===== config.mk =====
export PLATFORM = sky130hd
export DESIGN_NAME = hex_page_ctrl_flat
export DESIGN_NICKNAME = d
export VERILOG_FILES = /design/src/rtl/hex_disp_pkg.sv /design/src/rtl/hex_page_ctrl_if.sv /design/src/rtl/key_debounce.sv /design/src/rtl/hex_page_ctrl.sv /design/src/flat_wrapper.sv
export SDC_FILE = /design/constraint.sdc
export NUM_CORES = 1
export LEC_CHECK = 0
export BUFFER_PORTS_ARGS = -buffer_cell sky130_fd_sc_hd__buf_2
export CAP_MARGIN = 20
export CELL_PAD_IN_SITES_DETAIL_PLACEMENT = 0
export CELL_PAD_IN_SITES_GLOBAL_PLACEMENT = 1
export CORE_MARGIN = 2
export CORE_UTILIZATION = 30
export DETAILED_ROUTE_END_ITERATION = 12
export GPL_ROUTABILITY_DRIVEN = 0
export MAX_ROUTING_LAYER = met4
export PLACE_DENSITY = 0.62
export SLEW_MARGIN = 30
export SYNTH_ARGS = -nofsm -noshare
export SYNTH_HDL_FRONTEND = slang
export SYNTH_SLANG_ARGS = --single-unit

===== constraint.sdc =====
create_clock -name external_clk -period 2.65 [get_ports external_clk]
set_input_delay 0.53 -clock external_clk [delete_from_list [all_inputs] [get_ports external_clk]]
set_output_delay 0.53 -clock external_clk [all_outputs]
set_load 0.01 [all_outputs]

===== src/rtl/hex_disp_pkg.sv =====
// ---------------------------------------------------------------------------
// hex_disp_pkg
// Shared types and helpers for the seven-segment paging controller.
//   seg7_t       : 7-bit active-low segment vector, bit0 = a .. bit6 = g
//   SEG_BLANK    : all segments off
//   mode_e       : page-rotation mode (MANUAL or AUTO)
//   seg7_decode  : nibble -> active-low segment pattern for 0..F
// ---------------------------------------------------------------------------
package hex_disp_pkg;

  typedef logic [6:0] seg7_t;

  localparam seg7_t SEG_BLANK = 7'h7F;

  typedef enum logic {
    MANUAL = 1'b0,
    AUTO   = 1'b1
  } mode_e;

  // Active-low patterns, so a lit segment is a 0 bit.
  function automatic seg7_t seg7_decode(input logic [3:0] nibble);
    seg7_t seg;
    case (nibble)
      4'h0:    seg = 7'h40;
      4'h1:    seg = 7'h79;
      4'h2:    seg = 7'h24;
      4'h3:    seg = 7'h30;
      4'h4:    seg = 7'h19;
      4'h5:    seg = 7'h12;
      4'h6:    seg = 7'h02;
      4'h7:    seg = 7'h78;
      4'h8:    seg = 7'h00;
      4'h9:    seg = 7'h10;
      4'hA:    seg = 7'h08;
      4'hB:    seg = 7'h03;
      4'hC:    seg = 7'h46;
      4'hD:    seg = 7'h21;
      4'hE:    seg = 7'h06;
      default: seg = 7'h0E;
    endcase
    return seg;
  endfunction

endpackage


===== src/rtl/hex_page_ctrl_if.sv =====
// ---------------------------------------------------------------------------
// hex_page_ctrl_if
// Bundles the debug word, the board switches/key and the display outputs.
//   hex_value   : 32-bit debug word from the master core
//   key_next_n  : raw pushbutton, active-low, asynchronous
//   auto_en     : raw switch, 1 = auto-rotate pages
//   hold        : raw switch, 1 = freeze the snapshot
//   hex0..hex3  : active-low segment drive for the four digits
//   page        : 0 = low halfword shown, 1 = high halfword shown
// Modports:
//   master : the side that supplies the word/switches and watches the digits
//   slave  : the paging controller itself
// ---------------------------------------------------------------------------
interface hex_page_ctrl_if;
  import hex_disp_pkg::*;

  logic [31:0] hex_value;
  logic        key_next_n;
  logic        auto_en;
  logic        hold;
  seg7_t       hex0;
  seg7_t       hex1;
  seg7_t       hex2;
  seg7_t       hex3;
  logic        page;

  modport master (
    output hex_value,
    output key_next_n,
    output auto_en,
    output hold,
    input  hex0,
    input  hex1,
    input  hex2,
    input  hex3,
    input  page
  );

  modport slave (
    input  hex_value,
    input  key_next_n,
    input  auto_en,
    input  hold,
    output hex0,
    output hex1,
    output hex2,
    output hex3,
    output page
  );

endinterface


===== src/rtl/key_debounce.sv =====
// ---------------------------------------------------------------------------
// key_debounce
// Synchronises an active-low pushbutton, filters contact bounce and emits a
// single-cycle pulse when the filtered level goes from released to pressed.
//   clk    : core clock
//   rst    : synchronous reset, active-high
//   key_n  : raw pushbutton, active-low, asynchronous to clk
//   press  : one-cycle pulse on an accepted press
// Parameters:
//   DEBOUNCE_CYCLES : consecutive differing cycles needed before a new key
//                     level is accepted (must be >= 2)
// ---------------------------------------------------------------------------
module key_debounce #(
  parameter int DEBOUNCE_CYCLES = 1_250_000
) (
  input  logic clk,
  input  logic rst,
  input  logic key_n,
  output logic press
);

  localparam int CNT_W = $clog2(DEBOUNCE_CYCLES);
  localparam logic [CNT_W-1:0] CNT_LAST = CNT_W'(DEBOUNCE_CYCLES - 1);

  logic             key_meta;
  logic             key_sync;
  logic             stable;
  logic [CNT_W-1:0] cnt;

  // Two-flop synchroniser followed by the bounce filter. The counter only
  // advances while the synced level disagrees with the accepted level, so any
  // disagreement shorter than DEBOUNCE_CYCLES is forgotten once it ends.
  // Reset values assume the key is released.
  always_ff @(posedge clk) begin
    if (rst) begin
      key_meta <= 1'b1;
      key_sync <= 1'b1;
      stable   <= 1'b1;
      cnt      <= '0;
    end else begin
      key_meta <= key_n;
      key_sync <= key_meta;
      if (key_sync == stable) begin
        cnt <= '0;
      end else if (cnt == CNT_LAST) begin
        stable <= key_sync;
        cnt    <= '0;
      end else begin
        cnt <= cnt + CNT_W'(1);
      end
    end
  end

  // The pulse is raised in the very cycle the filter accepts a 1->0 change,
  // so downstream logic acts on the same edge that updates the stable level.
  // It depends on registers only, so it is glitch-free inside this domain.
  assign press = stable & ~key_sync & (cnt == CNT_LAST);

endmodule


===== src/rtl/hex_page_ctrl.sv =====
// ---------------------------------------------------------------------------
// hex_page_ctrl
// Shows a 32-bit debug word on four seven-segment digits by paging between
// its low and high halfwords. Paging is driven by a debounced key press or,
// in AUTO mode, by a free-running timer. The word is sampled into a snapshot
// at a fixed refresh rate so the digits stay readable; a hold switch freezes
// that snapshot.
//   external_clk : core clock (125 MHz on the board)
//   rst          : synchronous reset, active-high
//   bus          : hex_page_ctrl_if.slave (debug word, key, switches, digits,
//                  page indicator)
// Parameters (all must be >= 2):
//   DEBOUNCE_CYCLES : key filter length
//   AUTO_CYCLES     : cycles between automatic page toggles
//   REFRESH_CYCLES  : cycles between snapshot loads
// ---------------------------------------------------------------------------
module hex_page_ctrl
  import hex_disp_pkg::*;
#(
  parameter int DEBOUNCE_CYCLES = 1_250_000,
  parameter int AUTO_CYCLES     = 125_000_000,
  parameter int REFRESH_CYCLES  = 12_500_000
) (
  input  logic           external_clk,
  input  logic           rst,
  hex_page_ctrl_if.slave bus
);

  localparam int AUTO_W    = $clog2(AUTO_CYCLES);
  localparam int REFRESH_W = $clog2(REFRESH_CYCLES);

  localparam logic [AUTO_W-1:0]    AUTO_LAST    = AUTO_W'(AUTO_CYCLES - 1);
  localparam logic [REFRESH_W-1:0] REFRESH_LAST = REFRESH_W'(REFRESH_CYCLES - 1);

  logic                 auto_meta;
  logic                 auto_sync;
  logic                 hold_meta;
  logic                 hold_sync;

  logic                 press;
  logic                 tick;
  mode_e                mode_q;
  mode_e                mode_d;
  logic [AUTO_W-1:0]    auto_cnt;
  logic                 page_q;

  logic [REFRESH_W-1:0] refresh_cnt;
  logic [31:0]          snap;
  logic [15:0]          half;

  seg7_t                hex0_q;
  seg7_t                hex1_q;
  seg7_t                hex2_q;
  seg7_t                hex3_q;

  // Key synchronisation, filtering and press detection live in their own
  // block so the filter length can be tuned independently.
  key_debounce #(
    .DEBOUNCE_CYCLES(DEBOUNCE_CYCLES)
  ) u_key_debounce (
    .clk   (external_clk),
    .rst   (rst),
    .key_n (bus.key_next_n),
    .press (press)
  );

  // The two slide switches only need metastability protection; they are
  // mechanical levels that nobody expects to react faster than a few cycles.
  always_ff @(posedge external_clk) begin
    if (rst) begin
      auto_meta <= 1'b0;
      auto_sync <= 1'b0;
      hold_meta <= 1'b0;
      hold_sync <= 1'b0;
    end else begin
      auto_meta <= bus.auto_en;
      auto_sync <= auto_meta;
      hold_meta <= bus.hold;
      hold_sync <= hold_meta;
    end
  end

  // Mode state register.
  always_ff @(posedge external_clk) begin
    if (rst) begin
      mode_q <= MANUAL;
    end else begin
      mode_q <= mode_d;
    end
  end

  // Mode follows the synced switch. The timer tick is only meaningful in
  // AUTO, so it is decoded here rather than straight from the counter.
  always_comb begin
    mode_d = mode_q;
    tick   = 1'b0;
    case (mode_q)
      MANUAL: begin
        if (auto_sync) begin
          mode_d = AUTO;
        end
      end
      AUTO: begin
        tick = (auto_cnt == AUTO_LAST);
        if (!auto_sync) begin
          mode_d = MANUAL;
        end
      end
      default: begin
        mode_d = MANUAL;
      end
    endcase
  end

  // Auto-rotate timer. Holding it at zero outside AUTO gives a full period
  // after entering AUTO. A press restarts it so the user's page stays up
  // for a whole period; when a press lands on the tick cycle both agree on
  // clearing, and the page below toggles only once.
  always_ff @(posedge external_clk) begin
    if (rst) begin
      auto_cnt <= '0;
    end else if ((mode_q != AUTO) || press || tick) begin
      auto_cnt <= '0;
    end else begin
      auto_cnt <= auto_cnt + AUTO_W'(1);
    end
  end

  // Page flips once per cycle in which either source fires, even if both do.
  always_ff @(posedge external_clk) begin
    if (rst) begin
      page_q <= 1'b0;
    end else if (press || tick) begin
      page_q <= ~page_q;
    end
  end

  // Snapshot refresh. Starting the counter at its terminal value makes the
  // first load happen on the first cycle out of reset instead of a full
  // refresh period later. The counter keeps running while held so the
  // refresh cadence does not drift when hold is released.
  always_ff @(posedge external_clk) begin
    if (rst) begin
      refresh_cnt <= REFRESH_LAST;
      snap        <= '0;
    end else if (refresh_cnt == REFRESH_LAST) begin
      refresh_cnt <= '0;
      if (!hold_sync) begin
        snap <= bus.hex_value;
      end
    end else begin
      refresh_cnt <= refresh_cnt + REFRESH_W'(1);
    end
  end

  assign half = page_q ? snap[31:16] : snap[15:0];

  // Registered digit drive, one cycle behind snap/page. Digits are blank
  // during reset so the board never shows a stale value.
  always_ff @(posedge external_clk) begin
    if (rst) begin
      hex0_q <= SEG_BLANK;
      hex1_q <= SEG_BLANK;
      hex2_q <= SEG_BLANK;
      hex3_q <= SEG_BLANK;
    end else begin
      hex0_q <= seg7_decode(half[3:0]);
      hex1_q <= seg7_decode(half[7:4]);
      hex2_q <= seg7_decode(half[11:8]);
      hex3_q <= seg7_decode(half[15:12]);
    end
  end

  assign bus.hex0 = hex0_q;
  assign bus.hex1 = hex1_q;
  assign bus.hex2 = hex2_q;
  assign bus.hex3 = hex3_q;
  assign bus.page = page_q;

endmodule


===== src/flat_wrapper.sv =====
// flat-port wrapper written by rule: the top's interface ports become plain ports
module hex_page_ctrl_flat import hex_disp_pkg::*;
#(
  parameter int DEBOUNCE_CYCLES = 1_250_000,
  parameter int AUTO_CYCLES     = 125_000_000,
  parameter int REFRESH_CYCLES  = 12_500_000
)
  (external_clk, rst, bus_hex_value, bus_key_next_n, bus_auto_en, bus_hold, bus_hex0, bus_hex1, bus_hex2, bus_hex3, bus_page);
  hex_page_ctrl_if bus_i ();
  input  logic external_clk;
  input  logic rst;
  input wire logic [$bits(bus_i.hex_value)-1:0] bus_hex_value;
  input wire logic [$bits(bus_i.key_next_n)-1:0] bus_key_next_n;
  input wire logic [$bits(bus_i.auto_en)-1:0] bus_auto_en;
  input wire logic [$bits(bus_i.hold)-1:0] bus_hold;
  output wire logic [$bits(bus_i.hex0)-1:0] bus_hex0;
  output wire logic [$bits(bus_i.hex1)-1:0] bus_hex1;
  output wire logic [$bits(bus_i.hex2)-1:0] bus_hex2;
  output wire logic [$bits(bus_i.hex3)-1:0] bus_hex3;
  output wire logic [$bits(bus_i.page)-1:0] bus_page;
  assign bus_i.hex_value = bus_hex_value;
  assign bus_i.key_next_n = bus_key_next_n;
  assign bus_i.auto_en = bus_auto_en;
  assign bus_i.hold = bus_hold;
  assign bus_hex0 = bus_i.hex0;
  assign bus_hex1 = bus_i.hex1;
  assign bus_hex2 = bus_i.hex2;
  assign bus_hex3 = bus_i.hex3;
  assign bus_page = bus_i.page;
  hex_page_ctrl #(.DEBOUNCE_CYCLES(DEBOUNCE_CYCLES), .AUTO_CYCLES(AUTO_CYCLES), .REFRESH_CYCLES(REFRESH_CYCLES)) u_core (.external_clk(external_clk), .rst(rst), .bus(bus_i));
endmodule

==> results of run 1 <==
-- final timing paths --
path,from,end,slack [ns]
setup / recovery,u_core.bus.page,u_core.bus.hex2[5],0.45
hold / removal,bus_key_next_n,u_core.u_key_debounce.key_meta,0.29
setup reg to reg,u_core.bus.page,u_core.bus.hex2[5],0.45
hold reg to reg,u_core.u_key_debounce.key_meta,u_core.u_key_debounce.key_sync,0.41
-- cell usage in the layout (no fill, tap or decap), types with 4 or more instances in the layout --
master and count:
mux2_2 11, and4_1 7, and3_1 17, nor3_1 20
o311ai_0 6, or3_1 4, nand3_1 32, ha_1 28
buf_4 21, mux2i_1 13, o21ai_0 23, nand2_1 100
buf_2 65, nor2_1 82, nor2b_1 5, nor4_1 4
o211ai_1 4, xnor2_1 19, a21oi_1 42, nand4_1 21
clkbuf_16 17, clkbuf_8 6, xor2_1 42, dfxtp_1 141
inv_1 18, a221o_1 15
-- sequential cells by signal (all words and copies together), names as in the netlist --
name	count
u_core.mode_q	1
u_core.auto_cnt	27
u_core.snap	32
u_core.u_key_debounce.key_sync	1
u_core.u_key_debounce.key_meta	1
u_core.bus.hex2	7
u_core.bus.hex3	7
u_core.hold_meta	1
u_core.hold_sync	1
u_core.bus.page	1
u_core.bus.hex0	7
u_core.u_key_debounce.cnt	21
u_core.auto_meta	1
u_core.refresh_cnt	24
u_core.bus.hex1	7
u_core.auto_sync	1
u_core.u_key_debounce.stable	1
-- per-stage QoR --
stage | setup slack (ns) | utilization [%] | cells | cell area [um2] | hold WS, ns
floorplan | 0.198 | - | 717 | 6350 | 0.389
global placement | 0.421 | 33.8 | 1052 | 7060 | 0.408
detailed placement | 0.446 | 33.8 | 1052 | 7060 | 0.402
CTS | 0.431 | 36.6 | 1084 | 7650 | 0.270
global route | 0.224 | 36.6 | 1084 | 7650 | 0.282
finish | 0.448 | 36.6 | 1084 | 7650 | 0.293
-- logic make-up (layout without fill, tap and decap cells) --
family	count (synthesis)	in the layout	share of synthesized area, %
XOR/XNOR	61	61	8.41
multiplexers	25	25	4.35
AO/OA/AOI/OAI	102	102	10.2
buffers and inverters	45	137	3.15
flip-flops	141	141	44.4
adder cells (fa/ha/maj)	28	28	5.52
AND/OR/NAND/NOR	315	315	23.9
-- power breakdown --
| group | switching, uW | leakage [uW] | internal [uW] |
|---|---|---|---|
| sequential | 211 | 0.00115 | 2460 |
| combinational | 1000 | 0.00144 | 704 |
| clock | 903 | 0.000288 | 1440 |
-- layout make-up --
class / instances / area [um2] / share of cell area [%]
Tap cell: 275 / 344 / 4.50
Inverter: 19 / 71.3 / 0.932
Clock buffer: 24 / 512 / 6.69
Timing Repair Buffer: 86 / 483 / 6.31
Sequential cell: 141 / 2820 / 36.9
Clock inverter: 8 / 81.3 / 1.06
Multi-Input combinational cell: 531 / 3340 / 43.6
-- critical path: stages (launching register included) --
cell and delay (ns):
dfxtp_1 0.55, buf_4 0.32, mux2i_1 0.24, buf_4 0.17
inv_1 0.08, ha_1 0.21, nand2_1 0.08, o21ai_0 0.08
a221o_1 0.34
-- layer usage --
layer  track usage [%]  vias to the layer above  part of all wire (%)
li1                  -                     2662                     -
met4              5.38                        0                   1.5
met1              17.9                     2337                    50
met3              3.57                       17                   3.4
met2              20.7                       72                    45
met5                 -                        -                     0
==> results.sh, run 1 <==
export IMPL_peakVddDrop_v=0.000441
export IMPL_dieHeight_um=150
export IMPL_clkLatencyLatePin_ns=0.42
export IMPL_ys_ff_latch=141
export IMPL_grt_setup_unrepaired="false"
export IMPL_syn_area_um2=6350
export IMPL_slew_headroom_pct=57.4
export IMPL_fmax_mhz=454
export IMPL_die_w_um=150
export IMPL_cts_resized=0
export IMPL_fin_crit_ns=2.20
export IMPL_hold_path_class="in -> reg"
export IMPL_end_kind="register"
export IMPL_drive_gt1_share_pct=17.1
export IMPL_dieArea_um2=22400
export IMPL_cts_made_buffers=17
export IMPL_cp_required_ns=2.96
export IMPL_synth_top_area_share_pct=44.4
export IMPL_p_per_area_nw_per_um2=878
export IMPL_nNetsFinal=861
export IMPL_crit_fanout=13
export IMPL_dp_hpwl_um=9650
export IMPL_drcViolationCount=0
export IMPL_ys_warn_count=0
export IMPL_clk_pin_slew_worst_paths_ns=0.06
export IMPL_tns_ns=0
export IMPL_routed_wl_um=14100
export IMPL_status="completed"
export IMPL_synth_edff_count=0
export IMPL_num_rows=53
export IMPL_viasPerCell=4.69
export IMPL_start_util_pct=30.4
export IMPL_reg2reg_depth=8
export IMPL_netlist_top_cells_count="141 x dfxtp_1, 100 x nand2_1, 82 x nor2_1"
export IMPL_worstSetupPathType="reg -> reg"
export IMPL_skew_ns=0.00997
export IMPL_worst_pin_slew_ns=0.621
export IMPL_synth_top_cell_by_area="dfxtp_1"
export IMPL_port_buffers=65
export IMPL_grt_overflow=0
export IMPL_hold_buffers=0
export IMPL_async_flop_share_pct=0
export IMPL_drt_iter0_drc=219
export IMPL_grt_max_degree=50
export IMPL_routedWlPerCell_um=13.0
export IMPL_period_share_pct=83.1
export IMPL_syn_avg_cell_area_um2=8.86
export IMPL_first_pass_iters=4
export IMPL_total_power_uw=6720
export IMPL_diodes=0
export IMPL_synth_area_leaders="dfxtp_1 44%, nand2_1 5.9%, xor2_1 5.8%"
export IMPL_synth_nets=782
export IMPL_ant_nets=0
export IMPL_synth_flop_cell="dfxtp_1"
export IMPL_syn_to_final_growth_pct=20.5
export IMPL_postCtsSetupRepairBufs=0
export IMPL_drv_cap=0
export IMPL_synth_most_common_cell="dfxtp_1"
export IMPL_track_usage_pct=13.9
export IMPL_grt_pass1_wl_um=24000
export IMPL_hold_depth=2
export IMPL_filler_cell_count=2167
export IMPL_ioPinCount=66
export IMPL_setup_viol=0
export IMPL_clockBufferDepth=2
export IMPL_cts_root_buffer="clkbuf_16"
export IMPL_ys_seq_area_share_pct=44.4
export IMPL_htreeDepth=4
export IMPL_drv_slew=0
export IMPL_synth_cells=717
export IMPL_cts_tree="done"
export IMPL_worstPathArrival_ns=2.51
export IMPL_antenna_found_initial=0
export IMPL_ys_types=47
export IMPL_hold_violations=0
export IMPL_clock_sinks=141
export IMPL_p_leak_uw=0.00288
export IMPL_vias=5088
export IMPL_grt_pass1_vias=4906
export IMPL_worstSetupStartpointType="register"
export IMPL_core_area_um2=20900
No activity file was read; power rests on OpenSTA's default activity.
==> inputs of run 2 (changes only) <==
clock period = 2.3 ns   (was 2.65 ns; I/O delays follow)
==> run 2 against run 1 <==
Effect of this change:
- via count up 0.90%
- critical path depth down 1
- largest cell class unchanged
- final area up 0.75%
- clock-buffer cell count down 5
- sequential cell count unchanged
- fmax up 5.4%
- combinational power up 21%
- first-iteration DRC count down 4.1%
- clock power up 18%
==> results.sh, run 2 (same netlist as run 1, synthesis figures left out) <==
export IMPL_drive_gt1_share_pct=17.7
export IMPL_final_cell_mix="141 x dfxtp_1, 100 x nand2_1, 82 x nor2_1"
export IMPL_drcViolationCount=0
export IMPL_port_buffers=65
export IMPL_grt_setup_unrepaired="false"
export IMPL_syn_to_final_growth_pct=21.4
export IMPL_grt_max_degree=50
export IMPL_hold_path_class="in -> reg"
export IMPL_end_kind="register"
export IMPL_vias=5134
export IMPL_largest_reg_flops=32
export IMPL_viasPerCell=4.71
export IMPL_drt_iter0_drc=210
export IMPL_reg2reg_depth=7
export IMPL_wl_met2_um=6650
export IMPL_worst_pin_slew_ns=0.616
export IMPL_rrSetupSlack_ns=0.21
export IMPL_cts_resized=0
export IMPL_top_layer_used="met4"
export IMPL_min_delay_start="bus_key_next_n"
export IMPL_dieArea_um2=22400
export IMPL_final_cells=1089
export IMPL_routedWlPerCell_um=13.2
export IMPL_cp_required_ns=2.60
export IMPL_grt_pass1_wl_um=24100
export IMPL_core_area_um2=20900
export IMPL_tns_ns=0
export IMPL_diodes=0
export IMPL_cts_root_buffer="clkbuf_16"
export IMPL_p_per_area_nw_per_um2=1030
export IMPL_clock_sinks=141
export IMPL_die_w_um=150
export IMPL_first_pass_iters=5
export IMPL_top_regs="u_core.snap (32), u_core.auto_cnt (27), u_core.refresh_cnt (24)"
export IMPL_setup_viol=0
export IMPL_clk_pin_slew_worst_paths_ns=0.06
export IMPL_holdPathEnd="u_core.u_key_debounce.key_meta"
export IMPL_hold_violations=0
export IMPL_finish_utilization_pct=36.9
export IMPL_worstSetupStartpointType="register"
export IMPL_num_rows=53
export IMPL_drv_slew=0
export IMPL_period_share_pct=90.8
export IMPL_dp_cells=1058
export IMPL_hold_depth=2
export IMPL_top_register="u_core.snap"
export IMPL_r2r_end="u_core.bus.hex2[5]"
export IMPL_status="completed"
export IMPL_cts_tree="done"
export IMPL_nNetsFinal=867
export IMPL_dp_hpwl_um=9920
export IMPL_clockBufferDepth=2
export IMPL_track_usage_pct=13.8
export IMPL_dieHeight_um=150
export IMPL_antenna_found_initial=0
export IMPL_skew_ns=0.00955
export IMPL_hold_buffers=0
export IMPL_postCtsSetupRepairBufs=0
export IMPL_dr_wl_met3_um=560
export IMPL_met1_length_um=6960
export IMPL_grt_pass1_vias=4920
export IMPL_total_power_uw=7920
export IMPL_fmax_mhz=479
export IMPL_grt_overflow=0
export IMPL_peakVddDrop_v=0.000552
export IMPL_layout_commonest_cell="dfxtp_1"
export IMPL_worstPathArrival_ns=2.39
export IMPL_start_util_pct=30.4
export IMPL_clkLatencyLatePin_ns=0.42
export IMPL_p_leak_uw=0.00291
export IMPL_crit_fanout=14
export IMPL_worstSetupPathType="reg -> reg"
export IMPL_routed_wl_um=14300
export IMPL_slew_headroom_pct=57.7
export IMPL_htreeDepth=4
export IMPL_ant_nets=0
export IMPL_cts_made_buffers=17
export IMPL_fin_crit_ns=2.09
export IMPL_ioPinCount=66
export IMPL_rr_startpoint="u_core.bus.page"
export IMPL_drv_cap=0
[run 2: changes by cell type in the layout (fill, tap and decap cells not counted), sizes merged]
| cell | delta |
|---|---|
| bufinv | +2 |
| clkinvlp | +1 |
| clkbuf | -5 |
| buf | +6 |
| clkinv | +1 |
[run 2: worst max path at each step]
| stage | startpoint | end | slack [ns] |
|---|---|---|---|
| finish | u_core.bus.page | u_core.bus.hex2[5] | 0.21 |
| global route | u_core.bus.page | u_core.bus.hex2[5] | 0.01 |
| CTS | u_core.bus.page | u_core.bus.hex2[5] | 0.17 |
| detailed placement | u_core.bus.page | u_core.bus.hex2[5] | 0.20 |
| global placement | u_core.bus.page | u_core.bus.hex2[5] | 0.20 |
| floorplan | u_core.bus.page | u_core.bus.hex0[3] | 0.06 |
[run 2: layout make-up]
type,count,area [um2]
clock buffers,19,443
clock inverters,12,146
fillers,2159,13200
inverters,19,71.3
multi-input cells,531,3340
flip-flops and latches,141,2820
well taps,275,344
repair buffers,92,541
[run 2: worst max-delay path, stage by stage, from the launching register on]
cell and delay (ns):
dfxtp_1 0.48, buf_4 0.31, mux2i_1 0.29, inv_1 0.13, ha_1 0.23, nand2_1 0.08
o21ai_0 0.10, a221o_1 0.35
[run 2: through the flow]
| step | setup slack (ns) | hold WS, ns | cell area, um2 |
|---|---|---|---|
| 2_1_floorplan | 0.0645 | 0.389 | 6360 |
| 3_3_place_gp | 0.197 | 0.419 | 7120 |
| 3_5_place_dp | 0.199 | 0.419 | 7120 |
| 4_1_cts | 0.174 | 0.240 | 7710 |
| 5_1_grt | 0.0102 | 0.239 | 7710 |
| 6_report | 0.211 | 0.255 | 7710 |
[run 2: layer usage]
metal  track usage (%)  up-vias
met5                 -        -
met4              4.71        0
met3              3.35       12
met1              17.5     2361
met2              21.5       96
li1                  -     2665
[run 2: where the power goes]
| group | switching (uW) | total (uW) | internal, uW | leakage (uW) |
|---|---|---|---|---|
| clock network | 1040 | 2760 | 1720 | 0.000284 |
| logic | 1220 | 2070 | 857 | 0.00147 |
| registers | 247 | 3090 | 2840 | 0.00115 |
==> inputs of run 3 (changes only) <==
==> constraint.sdc (replaced) <==
create_clock -name external_clk -period 2.3 [get_ports external_clk]
set_input_delay 0.46 -clock external_clk [delete_from_list [all_inputs] [get_ports external_clk]]
set_output_delay 0.46 -clock external_clk [all_outputs]
set_load 0.005 [all_outputs]
==> run 3 against run 2 <==
Effect of this change:
- clock skew hardly changed
- fmax is 1.7% lower
- sequential share of layout area hardly changed
- combinational power hardly changed
- worst setup slack worse by 0.035 ns
- clock power is 3% lower
- routed wire length is 0.79% higher
- global-route usage hardly changed
- sequential power hardly changed
- largest power group unchanged
==> results.sh, run 3 (same netlist as run 1, synthesis figures left out) <==
export IMPL_ioPinCount=66
export IMPL_hold_path_class="in -> reg"
export IMPL_track_usage_pct=13.7
export IMPL_cts_tree="done"
export IMPL_p_leak_uw=0.00291
export IMPL_cts_root_buffer="clkbuf_16"
export IMPL_status="completed"
export IMPL_crit_top_cell="inv_1"
export IMPL_grt_pass1_vias=4890
export IMPL_filler_cell_count=2178
export IMPL_core_area_um2=20900
export IMPL_top_register="u_core.snap"
export IMPL_worstSetupStartpointType="register"
export IMPL_dieHeight_um=150
export IMPL_viasPerCell=4.70
export IMPL_drv_cap=0
export IMPL_r2r_end="u_core.bus.hex0[3]"
export IMPL_rrSetupSlack_ns=0.18
export IMPL_hold_buffers=0
export IMPL_largest_reg_flops=32
export IMPL_end_kind="register"
export IMPL_finish_utilization_pct=37.0
export IMPL_htreeDepth=4
export IMPL_final_cell_mix="141 x dfxtp_1, 100 x nand2_1, 82 x nor2_1"
export IMPL_postCtsSetupRepairBufs=0
export IMPL_cts_made_buffers=17
export IMPL_tns_ns=0
export IMPL_reg2reg_depth=6
export IMPL_holdPathEnd="u_core.u_key_debounce.key_meta"
export IMPL_grt_overflow=0
export IMPL_startpoint="u_core.bus.page"
export IMPL_dieArea_um2=22400
export IMPL_slew_headroom_pct=63.9
export IMPL_start_util_pct=30.4
export IMPL_nNetsFinal=869
export IMPL_drive_gt1_share_pct=18.0
export IMPL_min_delay_start="bus_key_next_n"
export IMPL_hold_depth=2
export IMPL_port_buffers=65
export IMPL_total_power_uw=7830
export IMPL_first_pass_iters=4
export IMPL_crit_fanout=7
export IMPL_p_clk_share_pct=34.3
export IMPL_critPathTopFamily="multiplexers"
export IMPL_p_per_area_nw_per_um2=1010
export IMPL_p_int_uw=5380
export IMPL_ant_nets=0
export IMPL_worst_pin_slew_ns=0.526
export IMPL_die_w_um=150
export IMPL_layout_commonest_cell="dfxtp_1"
export IMPL_rr_startpoint="u_core.bus.page"
export IMPL_clock_sinks=141
export IMPL_pwr_share_seq_pct=39.5
export IMPL_cts_resized=0
export IMPL_vias=5125
export IMPL_multi_input_area_um2=3340
export IMPL_peakVddDrop_v=0.000511
export IMPL_top_regs="u_core.snap (32), u_core.auto_cnt (27), u_core.refresh_cnt (24)"
export IMPL_max_stage_delay_ns=0.52
export IMPL_grt_setup_unrepaired="false"
export IMPL_grt_max_degree=49
export IMPL_num_rows=53
export IMPL_skew_ns=0.00975
export IMPL_setup_viol=0
export IMPL_worstPathArrival_ns=2.42
export IMPL_cp_required_ns=2.60
export IMPL_cp_slowest_cell="dfxtp_1"
export IMPL_fin_crit_ns=2.12
export IMPL_drt_iter0_drc=266
export IMPL_p_switching_uw=2460
export IMPL_drcViolationCount=0
export IMPL_routedWlPerCell_um=13.2
export IMPL_clockBufferDepth=2
export IMPL_worstSetupPathType="reg -> reg"
export IMPL_path_cells="mux2_2 > inv_1 > ha_1 > inv_1 > mux4_2 > or2_2"
export IMPL_syn_to_final_growth_pct=21.5
export IMPL_power_frac_comb_pct=26.2
export IMPL_clk_pin_slew_worst_paths_ns=0.06
export IMPL_seq_area_um2=2820
export IMPL_antenna_found_initial=0
export IMPL_dp_hpwl_um=10100
export IMPL_fmax_mhz=471
export IMPL_grt_pass1_wl_um=24000
export IMPL_routed_wl_um=14500
export IMPL_drv_slew=0
export IMPL_cp_num_buf_inv=2
export IMPL_p_sw_share_pct=31.4
export IMPL_hold_violations=0
export IMPL_clkLatencyLatePin_ns=0.41
export IMPL_period_share_pct=92.3
export IMPL_diodes=0
-- run 3: changes by cell type in the layout (fill, tap and decap cells not counted) --
cell	previous run	this run
clkinvlp_4	3	5
buf_4	26	28
clkbuf_1	1	0
clkinv_2	5	4
bufinv_16	3	2
clkbuf_8	1	3
clkinv_4	1	0
-- run 3: routing by layer --
layer / share of wire (%) / vias to the layer above / track usage, % / wire [um]
li1: - / 2670 / - / -
met1: 49 / 2370 / 17.9 / 7070
met2: 47 / 79 / 21.0 / 6820
met3: 3.2 / 6 / 3.17 / 465
met4: 0.71 / 0 / 4.71 / 102
met5: 0 / - / - / 0
-- run 3: power by group through the flow --
stage | clock network (uW) | logic, uW | registers [uW]
final | 2690 | 2050 | 3090
after global routing | 2890 | 2340 | 3140
after CTS | 2800 | 2080 | 3090
after detailed placement | 0 | 2070 | 3140
after global placement | 0 | 2080 | 3140
after floorplan | 0 | 1350 | 3090
-- run 3: layout make-up --
type                            count  area share (%)
Sequential cell                   141            36.6
Tap cell                          275            4.46
Multi-Input combinational cell    531            43.3
Clock buffer                       20            6.05
Clock inverter                     11            1.52
Inverter                           19           0.924
Timing Repair Buffer               94            7.20
-- run 3: through the flow --
stage / area [um2] / std cells / hold WS [ns] / worst slack (ns)
2_1_floorplan: 6360 / 717 / 0.389 / 0.000959
3_3_place_gp: 7140 / 1060 / 0.396 / 0.189
3_5_place_dp: 7140 / 1060 / 0.398 / 0.157
4_1_cts: 7720 / 1091 / 0.237 / 0.149
5_1_grt: 7720 / 1091 / 0.241 / 0.00127
6_report: 7720 / 1091 / 0.256 / 0.176
-- run 3: worst max path at each step --
stage	end	slack (ns)	depth (start not counted)
global route	u_core.bus.hex1[5]	0.001	7
global placement	u_core.auto_cnt[13]	0.19	7
CTS	u_core.auto_cnt[25]	0.15	7
detailed placement	u_core.auto_cnt[10]	0.16	7
floorplan	u_core.bus.hex0[3]	0.001	7
finish	u_core.bus.hex0[3]	0.18	6
